**src/rtl/netwalk_execution_engine_execution_pkg.sv**
```systemverilog
// Shared encodings, field geometry and helpers for the netwalk execution engine.
// Action-set offsets index exec_action_set; header offsets index pkt_header_out.
package netwalk_execution_engine_execution_pkg;

    localparam int SET_W  = 356;
    localparam int HDR_W  = 512;
    localparam int MASK_W = 16;
    localparam int FLAG_W = 4;

    typedef enum logic [FLAG_W-1:0] {
        ACT_LOAD    = 4'b0001,
        ACT_MODIFY  = 4'b0010,
        ACT_DROP    = 4'b0100,
        ACT_TO_CTRL = 4'b1000
    } act_e;

    localparam logic [31:0] CONTROLLER_PORT = 32'hFFFF_FFFD;

    // Field widths (identical in the action set and in the header)
    localparam int W_IN_PORT  = 32;
    localparam int W_OUT_PORT = 32;
    localparam int W_ETH_DST  = 48;
    localparam int W_ETH_SRC  = 48;
    localparam int W_ETH_TYPE = 16;
    localparam int W_IP_TOS   = 8;
    localparam int W_IP_PROTO = 8;
    localparam int W_IP_SRC   = 32;
    localparam int W_IP_DST   = 32;
    localparam int W_L4_SRC   = 16;
    localparam int W_L4_DST   = 16;
    localparam int W_VLAN_ID  = 12;
    localparam int W_VLAN_PCP = 3;

    // Action-set LSB offsets
    localparam int S_IN_PORT  = 324;
    localparam int S_OUT_PORT = 292;
    localparam int S_ETH_DST  = 244;
    localparam int S_ETH_SRC  = 196;
    localparam int S_ETH_TYPE = 180;
    localparam int S_IP_TOS   = 172;
    localparam int S_IP_PROTO = 164;
    localparam int S_IP_SRC   = 132;
    localparam int S_IP_DST   = 100;
    localparam int S_L4_SRC   = 84;
    localparam int S_L4_DST   = 68;
    localparam int S_VLAN_ID  = 56;
    localparam int S_VLAN_PCP = 53;
    localparam int S_MASK     = 32;

    // Header LSB offsets
    localparam int H_ETH_DST  = 464;
    localparam int H_ETH_SRC  = 416;
    localparam int H_ETH_TYPE = 400;
    localparam int H_IP_TOS   = 392;
    localparam int H_IP_PROTO = 384;
    localparam int H_IP_SRC   = 352;
    localparam int H_IP_DST   = 320;
    localparam int H_L4_SRC   = 304;
    localparam int H_L4_DST   = 288;
    localparam int H_VLAN_ID  = 276;
    localparam int H_VLAN_PCP = 273;
    localparam int H_IN_PORT  = 224;
    localparam int H_OUT_PORT = 192;

    // Field mask bit indices; bits 15:12 carry no meaning
    localparam int MB_ETH_DST  = 0;
    localparam int MB_ETH_SRC  = 1;
    localparam int MB_ETH_TYPE = 2;
    localparam int MB_IP_TOS   = 3;
    localparam int MB_IP_PROTO = 4;
    localparam int MB_IP_SRC   = 5;
    localparam int MB_IP_DST   = 6;
    localparam int MB_L4_SRC   = 7;
    localparam int MB_L4_DST   = 8;
    localparam int MB_VLAN_ID  = 9;
    localparam int MB_VLAN_PCP = 10;
    localparam int MB_OUT_PORT = 11;
    localparam int MB_USED     = 12;

    // Relocates every action-set field to its header position; unused header bits are zero.
    function automatic logic [HDR_W-1:0] hdr_from_set(input logic [SET_W-1:0] s);
        logic [HDR_W-1:0] h;
        h = '0;
        h[H_ETH_DST  +: W_ETH_DST ] = s[S_ETH_DST  +: W_ETH_DST ];
        h[H_ETH_SRC  +: W_ETH_SRC ] = s[S_ETH_SRC  +: W_ETH_SRC ];
        h[H_ETH_TYPE +: W_ETH_TYPE] = s[S_ETH_TYPE +: W_ETH_TYPE];
        h[H_IP_TOS   +: W_IP_TOS  ] = s[S_IP_TOS   +: W_IP_TOS  ];
        h[H_IP_PROTO +: W_IP_PROTO] = s[S_IP_PROTO +: W_IP_PROTO];
        h[H_IP_SRC   +: W_IP_SRC  ] = s[S_IP_SRC   +: W_IP_SRC  ];
        h[H_IP_DST   +: W_IP_DST  ] = s[S_IP_DST   +: W_IP_DST  ];
        h[H_L4_SRC   +: W_L4_SRC  ] = s[S_L4_SRC   +: W_L4_SRC  ];
        h[H_L4_DST   +: W_L4_DST  ] = s[S_L4_DST   +: W_L4_DST  ];
        h[H_VLAN_ID  +: W_VLAN_ID ] = s[S_VLAN_ID  +: W_VLAN_ID ];
        h[H_VLAN_PCP +: W_VLAN_PCP] = s[S_VLAN_PCP +: W_VLAN_PCP];
        h[H_IN_PORT  +: W_IN_PORT ] = s[S_IN_PORT  +: W_IN_PORT ];
        h[H_OUT_PORT +: W_OUT_PORT] = s[S_OUT_PORT +: W_OUT_PORT];
        return h;
    endfunction

endpackage

```
**src/rtl/netwalk_execution_engine_execution_merge.sv**
```systemverilog
// Masked field merge: each header field takes the action-set value when its
// mask bit is set, otherwise keeps the old header value. in_port is never masked.
module netwalk_header_field_merge
    import netwalk_execution_engine_execution_pkg::*;
(
    input  logic [HDR_W-1:0]   i_old_hdr,
    input  logic [SET_W-1:0]   i_action_set,
    input  logic [MB_USED-1:0] i_mask,
    output logic [HDR_W-1:0]   o_merged_hdr
);

    logic [HDR_W-1:0] w_new_hdr;

    assign w_new_hdr = hdr_from_set(i_action_set);

    always_comb begin
        o_merged_hdr = i_old_hdr;
        if (i_mask[MB_ETH_DST])
            o_merged_hdr[H_ETH_DST +: W_ETH_DST] = w_new_hdr[H_ETH_DST +: W_ETH_DST];
        if (i_mask[MB_ETH_SRC])
            o_merged_hdr[H_ETH_SRC +: W_ETH_SRC] = w_new_hdr[H_ETH_SRC +: W_ETH_SRC];
        if (i_mask[MB_ETH_TYPE])
            o_merged_hdr[H_ETH_TYPE +: W_ETH_TYPE] = w_new_hdr[H_ETH_TYPE +: W_ETH_TYPE];
        if (i_mask[MB_IP_TOS])
            o_merged_hdr[H_IP_TOS +: W_IP_TOS] = w_new_hdr[H_IP_TOS +: W_IP_TOS];
        if (i_mask[MB_IP_PROTO])
            o_merged_hdr[H_IP_PROTO +: W_IP_PROTO] = w_new_hdr[H_IP_PROTO +: W_IP_PROTO];
        if (i_mask[MB_IP_SRC])
            o_merged_hdr[H_IP_SRC +: W_IP_SRC] = w_new_hdr[H_IP_SRC +: W_IP_SRC];
        if (i_mask[MB_IP_DST])
            o_merged_hdr[H_IP_DST +: W_IP_DST] = w_new_hdr[H_IP_DST +: W_IP_DST];
        if (i_mask[MB_L4_SRC])
            o_merged_hdr[H_L4_SRC +: W_L4_SRC] = w_new_hdr[H_L4_SRC +: W_L4_SRC];
        if (i_mask[MB_L4_DST])
            o_merged_hdr[H_L4_DST +: W_L4_DST] = w_new_hdr[H_L4_DST +: W_L4_DST];
        if (i_mask[MB_VLAN_ID])
            o_merged_hdr[H_VLAN_ID +: W_VLAN_ID] = w_new_hdr[H_VLAN_ID +: W_VLAN_ID];
        if (i_mask[MB_VLAN_PCP])
            o_merged_hdr[H_VLAN_PCP +: W_VLAN_PCP] = w_new_hdr[H_VLAN_PCP +: W_VLAN_PCP];
        if (i_mask[MB_OUT_PORT])
            o_merged_hdr[H_OUT_PORT +: W_OUT_PORT] = w_new_hdr[H_OUT_PORT +: W_OUT_PORT];
    end

endmodule

```
**src/rtl/netwalk_execution_engine_execution.sv**
```systemverilog
// Packet header execution engine: applies one LOAD/MODIFY/DROP/TO_CONTROLLER
// action per enabled cycle to a 512-bit header register with a one-cycle emit strobe.
module netwalk_execution_engine_execution
    import netwalk_execution_engine_execution_pkg::*;
(
    input  logic              clk,
    input  logic              reset,
    input  logic [FLAG_W-1:0] exec_action_flag,
    input  logic [SET_W-1:0]  exec_action_set,
    input  logic              exec_action_enable,
    output logic [HDR_W-1:0]  pkt_header_out,
    output logic              packet_out_enable
);

    logic [HDR_W-1:0] r_hdr;
    logic             r_strobe;
    logic [HDR_W-1:0] w_hdr_nxt;
    logic             w_strobe_nxt;
    logic [HDR_W-1:0] w_merged_hdr;

    netwalk_header_field_merge u_merge (
        .i_old_hdr    (r_hdr),
        .i_action_set (exec_action_set),
        .i_mask       (exec_action_set[S_MASK +: MB_USED]),
        .o_merged_hdr (w_merged_hdr)
    );

    // Zero and multi-hot flags fall to the default: hold header, no strobe.
    always_comb begin
        w_hdr_nxt    = r_hdr;
        w_strobe_nxt = 1'b0;
        if (exec_action_enable) begin
            case (exec_action_flag)
                ACT_LOAD: begin
                    w_hdr_nxt    = hdr_from_set(exec_action_set);
                    w_strobe_nxt = 1'b1;
                end
                ACT_MODIFY: begin
                    w_hdr_nxt    = w_merged_hdr;
                    w_strobe_nxt = 1'b1;
                end
                ACT_DROP: begin
                    w_hdr_nxt    = '0;
                    w_strobe_nxt = 1'b0;
                end
                ACT_TO_CTRL: begin
                    w_hdr_nxt[H_OUT_PORT +: W_OUT_PORT] = CONTROLLER_PORT;
                    w_strobe_nxt = 1'b1;
                end
                default: begin
                    w_hdr_nxt    = r_hdr;
                    w_strobe_nxt = 1'b0;
                end
            endcase
        end
    end

    always_ff @(posedge clk or negedge reset) begin
        if (!reset) begin
            r_hdr    <= '0;
            r_strobe <= 1'b0;
        end else begin
            r_hdr    <= w_hdr_nxt;
            r_strobe <= w_strobe_nxt;
        end
    end

    assign pkt_header_out    = r_hdr;
    assign packet_out_enable = r_strobe;

endmodule

```
**config.mk**
```make
export PLATFORM = sky130hd
export DESIGN_NAME = netwalk_execution_engine_execution
export DESIGN_NICKNAME = d
export VERILOG_FILES = /design/src/rtl/netwalk_execution_engine_execution_pkg.sv /design/src/rtl/netwalk_execution_engine_execution_merge.sv /design/src/rtl/netwalk_execution_engine_execution.sv
export SDC_FILE = /design/constraint.sdc
export NUM_CORES = 1
export LEC_CHECK = 0
export ABC_AREA = 1
export CAP_MARGIN = 5
export CORE_AREA = 4 4 337 339
export CTS_BUF_LIST = sky130_fd_sc_hd__clkbuf_16
export DETAILED_ROUTE_END_ITERATION = 8
export DIE_AREA = 0 0 341 343
export HOLD_SLACK_MARGIN = 0.15
export MAX_ROUTING_LAYER = met4
export PLACE_DENSITY_LB_ADDON = 0.3
export SETUP_SLACK_MARGIN = 0.02
export SLEW_MARGIN = 20
export SYNTH_ARGS = -nofsm -noshare
export SYNTH_HDL_FRONTEND = slang
export SYNTH_SLANG_ARGS = --single-unit
export TNS_END_PERCENT = 100
```
**constraint.sdc**
```tcl
create_clock -name clk -period 0.8 [get_ports clk]
set_input_delay 0.08 -clock clk [delete_from_list [all_inputs] [get_ports clk]]
set_output_delay 0.08 -clock clk [all_outputs]
set_load 0.01 [all_outputs]
```
==> results of run 1 <==
-- metal layers --
metal  track usage (%)  vias up  part of all wire (%)  routed length, µm
met1             14.33     7900                    43              34430
met5                 -        -                     0                  0
met2             19.65      525                    49              39960
met3             2.973       77                   6.2               5017
li1                  -     8213                     -                  -
met4             2.638        0                   1.9               1576
-- cell families after synthesis --
logic type             Yosys count  share of synthesized area (%)
DFF                            304                          48.48
other                            1                        0.02390
and+or+nand+nor               1189                          29.62
buffers and inverters          617                          20.55
AOI/OAI and AO/OA               33                          1.324
-- synth_stat cells, drive strengths merged --
cell	count
a21boi	1
nand3	34
o22ai	32
conb	1
clkbuf	29
nand3b	15
nand4	1
inv	317
buf	271
nor2	258
nand2	881
dfrtp	304
-- sequential cells by signal, indices dropped and copies added, names as in the netlist --
| signal | count |
|---|---|
| pkt_header_out | 303 |
| packet_out_enable | 1 |
-- stage by stage --
stage / instance area, µm² / utilization [%] / setup TNS (ns)
after floorplan: 16810 / - / -65.66
after global placement: 24500 / 22.20 / -420.28
after detailed placement: 24500 / 22.20 / -426.13
after CTS: 28520 / 25.84 / -223.18
after global routing: 32040 / 29.04 / -208.10
final: 32040 / 29.04 / -179.68
-- worst min path at each step --
| stage | to | start | slack (ns) | cells past startpoint |
|---|---|---|---|---|
| global placement | pkt_header_out[511]$_DFFE_PN0P_ | reset | 0.05 | 2 |
| CTS | pkt_header_out[197]$_DFFE_PN0P_ | reset | 0.06 | 3 |
| global route | pkt_header_out[197]$_DFFE_PN0P_ | reset | 0.08 | 3 |
| floorplan | packet_out_enable$_DFF_PN0_ | reset | -0.22 | 0 |
| detailed placement | pkt_header_out[511]$_DFFE_PN0P_ | reset | 0.05 | 2 |
| finish | packet_out_enable$_DFF_PN0_ | exec_action_flag[3] | 0.06 | 7 |
-- worst register-to-register path, cell delays in order (launching register included) --
cell and delay [ns]:
sky130_fd_sc_hd__dfrtp_1 0.40, sky130_fd_sc_hd__buf_4 0.14, sky130_fd_sc_hd__buf_4 0.12, sky130_fd_sc_hd__nand2_1 0.07, sky130_fd_sc_hd__nand2_2 0.05
-- placed cells by master (no fill, tap or decap), types with 4 or more instances in the layout --
master,n
sky130_fd_sc_hd__nand2_1,616
sky130_fd_sc_hd__inv_1,318
sky130_fd_sc_hd__clkdlybuf4s50_1,311
sky130_fd_sc_hd__dfrtp_1,299
sky130_fd_sc_hd__buf_6,245
sky130_fd_sc_hd__nor2_1,236
sky130_fd_sc_hd__dlygate4sd3_1,231
sky130_fd_sc_hd__buf_4,228
sky130_fd_sc_hd__conb_1,209
sky130_fd_sc_hd__nand2_2,178
sky130_fd_sc_hd__buf_2,94
sky130_fd_sc_hd__nand2_4,81
sky130_fd_sc_hd__buf_12,70
sky130_fd_sc_hd__clkbuf_16,69
sky130_fd_sc_hd__nand3_1,32
sky130_fd_sc_hd__o22ai_2,23
sky130_fd_sc_hd__nor2_4,18
sky130_fd_sc_hd__nand3b_1,15
sky130_fd_sc_hd__clkinv_1,11
sky130_fd_sc_hd__buf_16,10
sky130_fd_sc_hd__o22ai_4,9
sky130_fd_sc_hd__nand2_8,8
sky130_fd_sc_hd__buf_8,8
sky130_fd_sc_hd__diode_2,6
sky130_fd_sc_hd__clkinv_2,5
sky130_fd_sc_hd__dlymetal6s2s_1,5
sky130_fd_sc_hd__dfrtp_2,5
sky130_fd_sc_hd__nor2_2,4
-- cell type report --
cell class	instances	area share, %
Timing Repair Buffer	1232	40.39
Sequential cell	304	23.76
Clock inverter	30	0.4178
Clock buffer	41	3.202
Inverter	317	3.873
Antenna cell	6	0.04685
Tap cell	1488	5.810
Multi-Input combinational cell	1434	22.50
-- power by group through the flow --
| stage | Sequential [mW] | Combinational (mW) | Clock [mW] |
|---|---|---|---|
| 2_1_floorplan | 22.8 | 5.43 | 0 |
| 3_3_place_gp | 21.2 | 19.4 | 0 |
| 3_5_place_dp | 21.3 | 19.4 | 0 |
| 4_1_cts | 21.5 | 20.7 | 17.6 |
| 5_1_grt | 22.1 | 26.1 | 18.1 |
| 6_report | 21.7 | 24.2 | 16.8 |
-- what timing repair did --
item                                    4_1_cts  5_1_grt
gates cloned                                  6       39
setup buffers                                75      114
endpoints found under the hold margin       589       63
pin swaps                                    15      152
hold buffers                                231        1
gates resized for setup                    1511      502
endpoints found under the setup margin      608      608
==> run summary, run 1 <==
Yosys attributes the largest share of cell area to sky130_fd_sc_hd__dfrtp_1 (48%), sky130_fd_sc_hd__nand2_1 (21%), sky130_fd_sc_hd__buf_4 (10%). The tools report the DRC violations left as 0. The largest single stage delay on the critical path is 0.45 ns. The register area was 7614 µm²; the number of cells on the critical path was 1. Clock skew on the completed layout was measured at 0 ns. Internal power comes to 41.92 mW. No sink is reached through more buffers than the 3 on the longest clock path.

Setup repair after global routing could not meet its margin everywhere. The max-slew violation count was 0; the die width was 341 µm. Entering global routing, the biggest net connects 40 pins. For flop-to-flop paths, the worst setup slack is -0.08 ns.

The run gives 0.7696 as the weighted congestion at the end of routability-driven global placement. The total number of H-tree levels was 2; the floorplan core area was 110400 µm². Synthesis instantiated 21 different standard cells from the library.

The worst-case reg-to-reg path depth came out at 4. The minimum period implied by the final worst setup slack is 1.242 ns, and the peak supply drop is 1.145 mV. The largest total area in the synthesized netlist belongs to sky130_fd_sc_hd__dfrtp_1.

The warning count from the yosys run is 0. The slowest stage of the critical path belongs to the cell sky130_fd_sc_hd__dfrtp_2. The number of placed instances, taps included, is 4323. For the number of antenna violations at the first check in global routing, the log shows 13.

In this run the worst setup path begins at pkt_header_out[437]$_DFFE_PN0P_. TritonCTS built the clock tree. Averaged over all synthesized cells, the footprint is 7.319 µm².

The count of cells in the finished layout, fillers not included, comes to 4852. The worst setup slack before clock tree synthesis is -1.520 ns. Traced cell by cell, the critical path runs through buf_6. Endpoint of the worst-slack reg-to-reg timing path: pkt_header_out[488]$_DFFE_PN0P_. The count of endpoints failing hold in the final timing report came out at 0. The clock edge transition at the registers on the reported setup and hold paths works out to 0.06 ns. The startpoint of the most critical register-to-register path was pkt_header_out[488]$_DFFE_PN0P_.

In the global route stage, overall resource usage came out at 11.76%. In this run the worst path has a maximum fanout of 2. For the fraction of power consumed by the clock network, the log shows 26.8%. Sequential cells burn 34.6% of the power. The share of the synthesized area in the top cell type works out to 48.48%. The critical path in this run is classified as flop to primary output. From synthesis to final layout, the design area changed by 104.2%. In this run the static leakage power is 17.02 nW. The net count of the finished layout is 3692. The global route total overflow was 0.

The tightest hold path in the finished design has a slack of 0.06355 ns. In this run the worst hold path is classified as primary input to flop. Power comes to 62.64 mW. The tools report the endpoint of the worst setup timing path as pkt_header_out[437].

The portion of the clock cycle consumed by the worst path in the final layout is 155.3%. The final reports fail on setup timing. Clock tree synthesis selected as its root buffer the cell sky130_fd_sc_hd__clkbuf_16.

Dividing the detail-routed wire length by the instance count gives 16.69 µm. The first global-routing pass estimated 101200 µm of wire. In this design, the largest share of critical-path delay is due to flip-flops. In this run the cell area of the synthesized design comes to 15690 µm². Sum of net half-perimeters after detailed placement: 51030 µm.

In this run the count of I/O pins placed on the die edge is 876. For the setup violation total in the final timing report, the log shows 607. The final layout contains routed wiring with a total length of 80990 µm. Row generation in the floorplan step produced 122 rows. The flip-flop and latch count after synthesis came out at 304. The worst endpoint required time came out at 0.72 ns. The die covers 117000 µm². The run finished, with violations left. The number of global-route vias before repair was 15790. STA classifies the critical path endpoint as a primary output.

In this run, CTS created clock tree buffers numbering 40. Sequential elements use 48.48% of the synthesized area. The chip height was 343 µm. The initial core utilization was 14.22%; the count of maximum capacitance violations was 0. The first detailed-routing pass ran for 4 iterations.

At the worst endpoint, the arrival time is 1.16 ns. In the routed layout, each cell is associated on average with a via count of 3.445. The filler cell count in the final layout is 11810, and the fraction of power spent switching nets is 33.08%. CTS saw 304 sinks. The tools report the category of the worst setup path launch point as a flop.

The achievable frequency was 0.8051 GHz. In the final layout, the share of cells above drive strength 1 is 31.95%. Combinational cells account for 38.7% of the total power. In this run the power spent charging and discharging nets is 20.72 mW. The number of design-rule violations left by the first detailed-router iteration is 666, and the count of input and output buffers is 625. Dividing total power by cell area gives a power density of 1955 nW/µm². Across all layers, the routed design uses 16720 vias. The buffering stage count on the worst path with inverters included was 1; the area used by multi-input combinational logic was 7209 µm². Residual antenna-violating net count after detailed routing: 0. The cell count after synthesis is 2144.

Worst path setup slack after routing: -0.4420 ns. Clock latency at the later pin of the worst-skew pair: 0.57 ns.
Note: power is estimated with default switching activity, not from simulation.
==> run 2: changes to the inputs <==
--- a/config.mk
+++ b/config.mk
@@ -7,12 +7,12 @@
 export LEC_CHECK = 0
 export ABC_AREA = 1
 export CAP_MARGIN = 5
-export CORE_AREA = 4 4 337 339
+export CORE_AREA = 4 4 343 345
 export CTS_BUF_LIST = sky130_fd_sc_hd__clkbuf_16
+export CTS_CLUSTER_DIAMETER = 30
 export DETAILED_ROUTE_END_ITERATION = 8
-export DIE_AREA = 0 0 341 343
+export DIE_AREA = 0 0 347 349
 export HOLD_SLACK_MARGIN = 0.15
-export MAX_ROUTING_LAYER = met4
 export PLACE_DENSITY_LB_ADDON = 0.3
 export SETUP_SLACK_MARGIN = 0.02
 export SLEW_MARGIN = 20
==> run 2 against run 1 <==
Against the previous run: critical endpoint is now pkt_header_out[448]; largest cell class unchanged; first-iteration DRC count shrank 21%; global-route usage grew 0.37 points; largest power group is now clock; sequential power is essentially flat; worst hold slack lost 0.077 ns; clock skew is the same; count of clock-buffer cells in the layout grew 59; the run ends with hold timing, setup timing left; critical path depth is the same.
==> run summary, run 2 (same netlist as run 1, synthesis figures left out) <==
The logs give 1.23 ns (was 1.16 ns) for the data arrival time of the critical path and 99 (was 40) for the total CTS buffers. For the sum of net half-perimeters after detailed placement, the log shows 53070 µm (was 51030 µm). The achievable frequency is 0.7619 GHz (was 0.8051 GHz), and the buffering stage count on the worst path with inverters included is 1 (unchanged). The tools report the count of endpoints failing hold in the final timing report as 1 (was 0).

The filler cell count in the final layout is 12110 (was 11810), and the post-layout net count is 3844 (was 3692). The minimum period implied by the final worst setup slack works out to 1.313 ns (was 1.242 ns). TritonCTS built the clock tree.

The number of antenna violations at the first check in global routing is 11 (was 13), and the maximum net fanout on the critical path is 2 (unchanged). The initial core utilization is 13.74% (was 14.22%), and the setup violation total in the final timing report is 578 (was 607). The logs give 5 (was 4) for the number of detailed-route iterations in the first pass and 124 (was 122) for the number of rows in the core area. The category of the worst setup path launch point is a flop (unchanged). The flip-flop count of the largest register after layout works out to 303 (unchanged).

The standby leakage power came out at 18.20 nW (was 17.02 nW). The run gives 114200 µm² (was 110400 µm²) as the floorplan core area. The global-route wire length before repair was 110600 µm (was 101200 µm). The weighted congestion at the end of routability-driven global placement is 0.8000 (was 0.7696), and the internal power consumption is 59.14 mW (was 41.92 mW). Kind of capture point of the worst setup path: a primary output (unchanged). The layout cell share with drive strength beyond 1 came out at 34.94% (was 31.95%).

The clock edge transition at the registers on the reported setup and hold paths was 0.04 ns (was 0.06 ns). The number of global-route vias before repair was 17420 (was 15790); the fraction of power consumed by the clock network was 43.3% (was 26.8%). The power per cell area came out at 2398 nW/µm² (was 1955 nW/µm²).

The logs give 525 (was 666) for the number of design-rule violations left by the first detailed-router iteration and -0.5126 ns (was -0.4420 ns) for the worst path setup slack after routing. The aggregate routed wire length came out at 82510 µm (was 80990 µm). Count of input and output buffers: 625 (unchanged). The area added between synthesis and finish works out to 124.0% (was 104.2%).

The portion of total power attributed to sequential cells is 26.1% (was 34.6%), and the residual antenna-violating net count after detailed routing is 0 (unchanged). The portion of the clock cycle consumed by the worst path in the final layout was 164.1% (was 155.3%); the top-level port count was 876 (unchanged). The count of maximum capacitance violations came out at 0 (unchanged). Cell family with the largest share of critical-path delay: flip-flops (unchanged). Setup repair after global routing could not meet its margin everywhere. The total number of H-tree levels is 3 (was 2), and the worst stage delay on the critical path is 0.44 ns (was 0.45 ns).

The logs give 0.63 ns (was 0.57 ns) for the clock latency at the later pin of the worst-skew pair and -176.45 ns (was -179.68 ns) for the final setup TNS. Ordered cell list for the critical path: buf_6 (unchanged). The die width is 347 µm (was 341 µm), and the area of the die is 121100 µm² (was 117000 µm²).

The run gives 0 ns (unchanged) as the maximum clock skew at final layout. Failing checks: hold timing, setup timing (was setup timing). The class of the tightest hold or removal check is primary input to async pin (was primary input to flop).

For the DRC violations left, the log shows 0 (unchanged). The largest net degree at the start of global routing was 37 (was 40). The chip height is 349 µm (was 343 µm). The ratio of routed vias to standard cells is 3.460 (was 3.445), and the via total after detailed routing is 17560 (was 16720).

The logs give 304 (unchanged) for the clock sink count and -1.514 ns (was -1.520 ns) for the worst setup slack before clock tree synthesis. The CTS root buffer is sky130_fd_sc_hd__clkbuf_16 (unchanged). The worst hold slack came out at -0.01350 ns (was 0.06355 ns). Most frequent standard cell in the layout excluding fill and tap cells: sky130_fd_sc_hd__nand2_1 (unchanged). The average wire length per cell after detail routing came out at 16.26 µm (was 16.69 µm). The fraction of power spent switching nets works out to 29.81% (was 33.08%). The worst endpoint required time came out at 0.72 ns (about the same).

The buffer depth of the longest clock path came out at 3 (unchanged). The run gives 12.14% (was 11.76%) as the overall fraction of global-route tracks in use. The run finished, with violations left.

Highest-count cells in the layout ignoring fill and taps: sky130_fd_sc_hd__nand2_1 (563), sky130_fd_sc_hd__inv_1 (331), sky130_fd_sc_hd__clkdlybuf4s50_1 (310) (was sky130_fd_sc_hd__nand2_1 (616), sky130_fd_sc_hd__inv_1 (318), sky130_fd_sc_hd__clkdlybuf4s50_1 (311)). Combinational power share: 30.6% (was 38.7%). The net switching power is 25.12 mW (was 20.72 mW), and the global route total overflow is 0 (unchanged).

The run gives 0 (unchanged) as the max-slew violation count. The library cell contributing the largest single delay on the critical path is sky130_fd_sc_hd__dfrtp_1 (was sky130_fd_sc_hd__dfrtp_2). The critical path class is flop to primary output (unchanged). The peak supply drop was 1.563 mV (was 1.145 mV).
run 2: cell types whose count changed in the layout (fill, tap and decap cells not counted), moves of 10 or more:
| cell | delta |
|---|---|
| sky130_fd_sc_hd__nand2_1 | -53 |
| sky130_fd_sc_hd__buf_4 | +45 |
| sky130_fd_sc_hd__buf_12 | +13 |
| sky130_fd_sc_hd__clkinv_2 | +13 |
| sky130_fd_sc_hd__buf_16 | +11 |
| sky130_fd_sc_hd__clkbuf_16 | +51 |
| sky130_fd_sc_hd__nand2_4 | +10 |
| sky130_fd_sc_hd__o22ai_1 | +32 |
| sky130_fd_sc_hd__dlygate4sd3_1 | +40 |
| sky130_fd_sc_hd__inv_1 | +13 |
| sky130_fd_sc_hd__o22ai_2 | -23 |
| sky130_fd_sc_hd__nor2_1 | -14 |
| sky130_fd_sc_hd__nor2_2 | +12 |
| sky130_fd_sc_hd__nand2_2 | +39 |
run 2: path summary, 6_finish.rpt:
kind	slack, ns	cells after the start	to	from
setup / recovery	-0.51	1	pkt_header_out[448]	pkt_header_out[448]$_DFFE_PN0P_
setup reg to reg	-0.15	5	pkt_header_out[220]$_DFFE_PN0P_	pkt_header_out[220]$_DFFE_PN0P_
max in group asynchronous	0.33	4	pkt_header_out[235]$_DFFE_PN0P_	reset
hold reg to reg	0.47	2	pkt_header_out[207]$_DFFE_PN0P_	pkt_header_out[207]$_DFFE_PN0P_
min in group clk	0.08	5	pkt_header_out[441]$_DFFE_PN0P_	exec_action_set[221]
hold / removal	-0.01	3	pkt_header_out[192]$_DFFE_PN0P_	reset
run 2: what timing repair did:
item	CTS	global route
hold endpoints to repair	602	43
resized for setup	1703	386
buffers inserted	97	132
gates cloned	22	26
pin swaps	59	58
endpoints found under the setup margin	608	578
hold buffers	270	1
run 2: final cells by class:
| type | count | area, µm² | share of cell area (%) |
|---|---|---|---|
| timing repair buffer | 1325 | 14020 | 39.90 |
| clock inverter | 80 | 671.9 | 1.912 |
| sequential | 304 | 7609 | 21.65 |
| antenna | 2 | 5.005 | 0.01424 |
| multi-input combinational | 1434 | 7213 | 20.53 |
| clock buffer | 100 | 2502 | 7.121 |
| inverter | 317 | 1227 | 3.493 |
| tap | 1512 | 1892 | 5.383 |
run 2: per-stage QoR:
stage | instances | total power, mW | hold WS [ns] | cell area, µm² | util [%]
after floorplan | 2352 | 28.22 | -0.2156 | 16810 | -
after detailed placement | 4362 | 40.91 | 0.01893 | 24660 | 21.60
final | 5074 | 84.25 | -0.01350 | 35140 | 30.77
after CTS | 4927 | 81.02 | -0.1218 | 32310 | 28.30
after global routing | 5072 | 88.60 | -0.03651 | 35140 | 30.77
after global placement | 4362 | 40.90 | 0.01814 | 24660 | 21.60
run 2: power groups by stage:
stage / Clock, mW / Combinational (mW) / Sequential [mW]
6_report: 36.5 / 25.8 / 22.0
5_1_grt: 38.4 / 27.8 / 22.4
4_1_cts: 37.4 / 21.9 / 21.7
3_5_place_dp: 0 / 19.7 / 21.2
3_3_place_gp: 0 / 19.6 / 21.3
2_1_floorplan: 0 / 5.43 / 22.8
run 2: layer usage:
| metal | global-route usage, % | vias to the layer above | routed length (µm) |
|---|---|---|---|
| met4 | 4.432 | 8 | 2480 |
| met1 | 13.98 | 8251 | 32780 |
| met2 | 21.09 | 609 | 41590 |
| met3 | 3.851 | 151 | 5611 |
| li1 | - | 8538 | - |
| met5 | 0 | - | 44 |
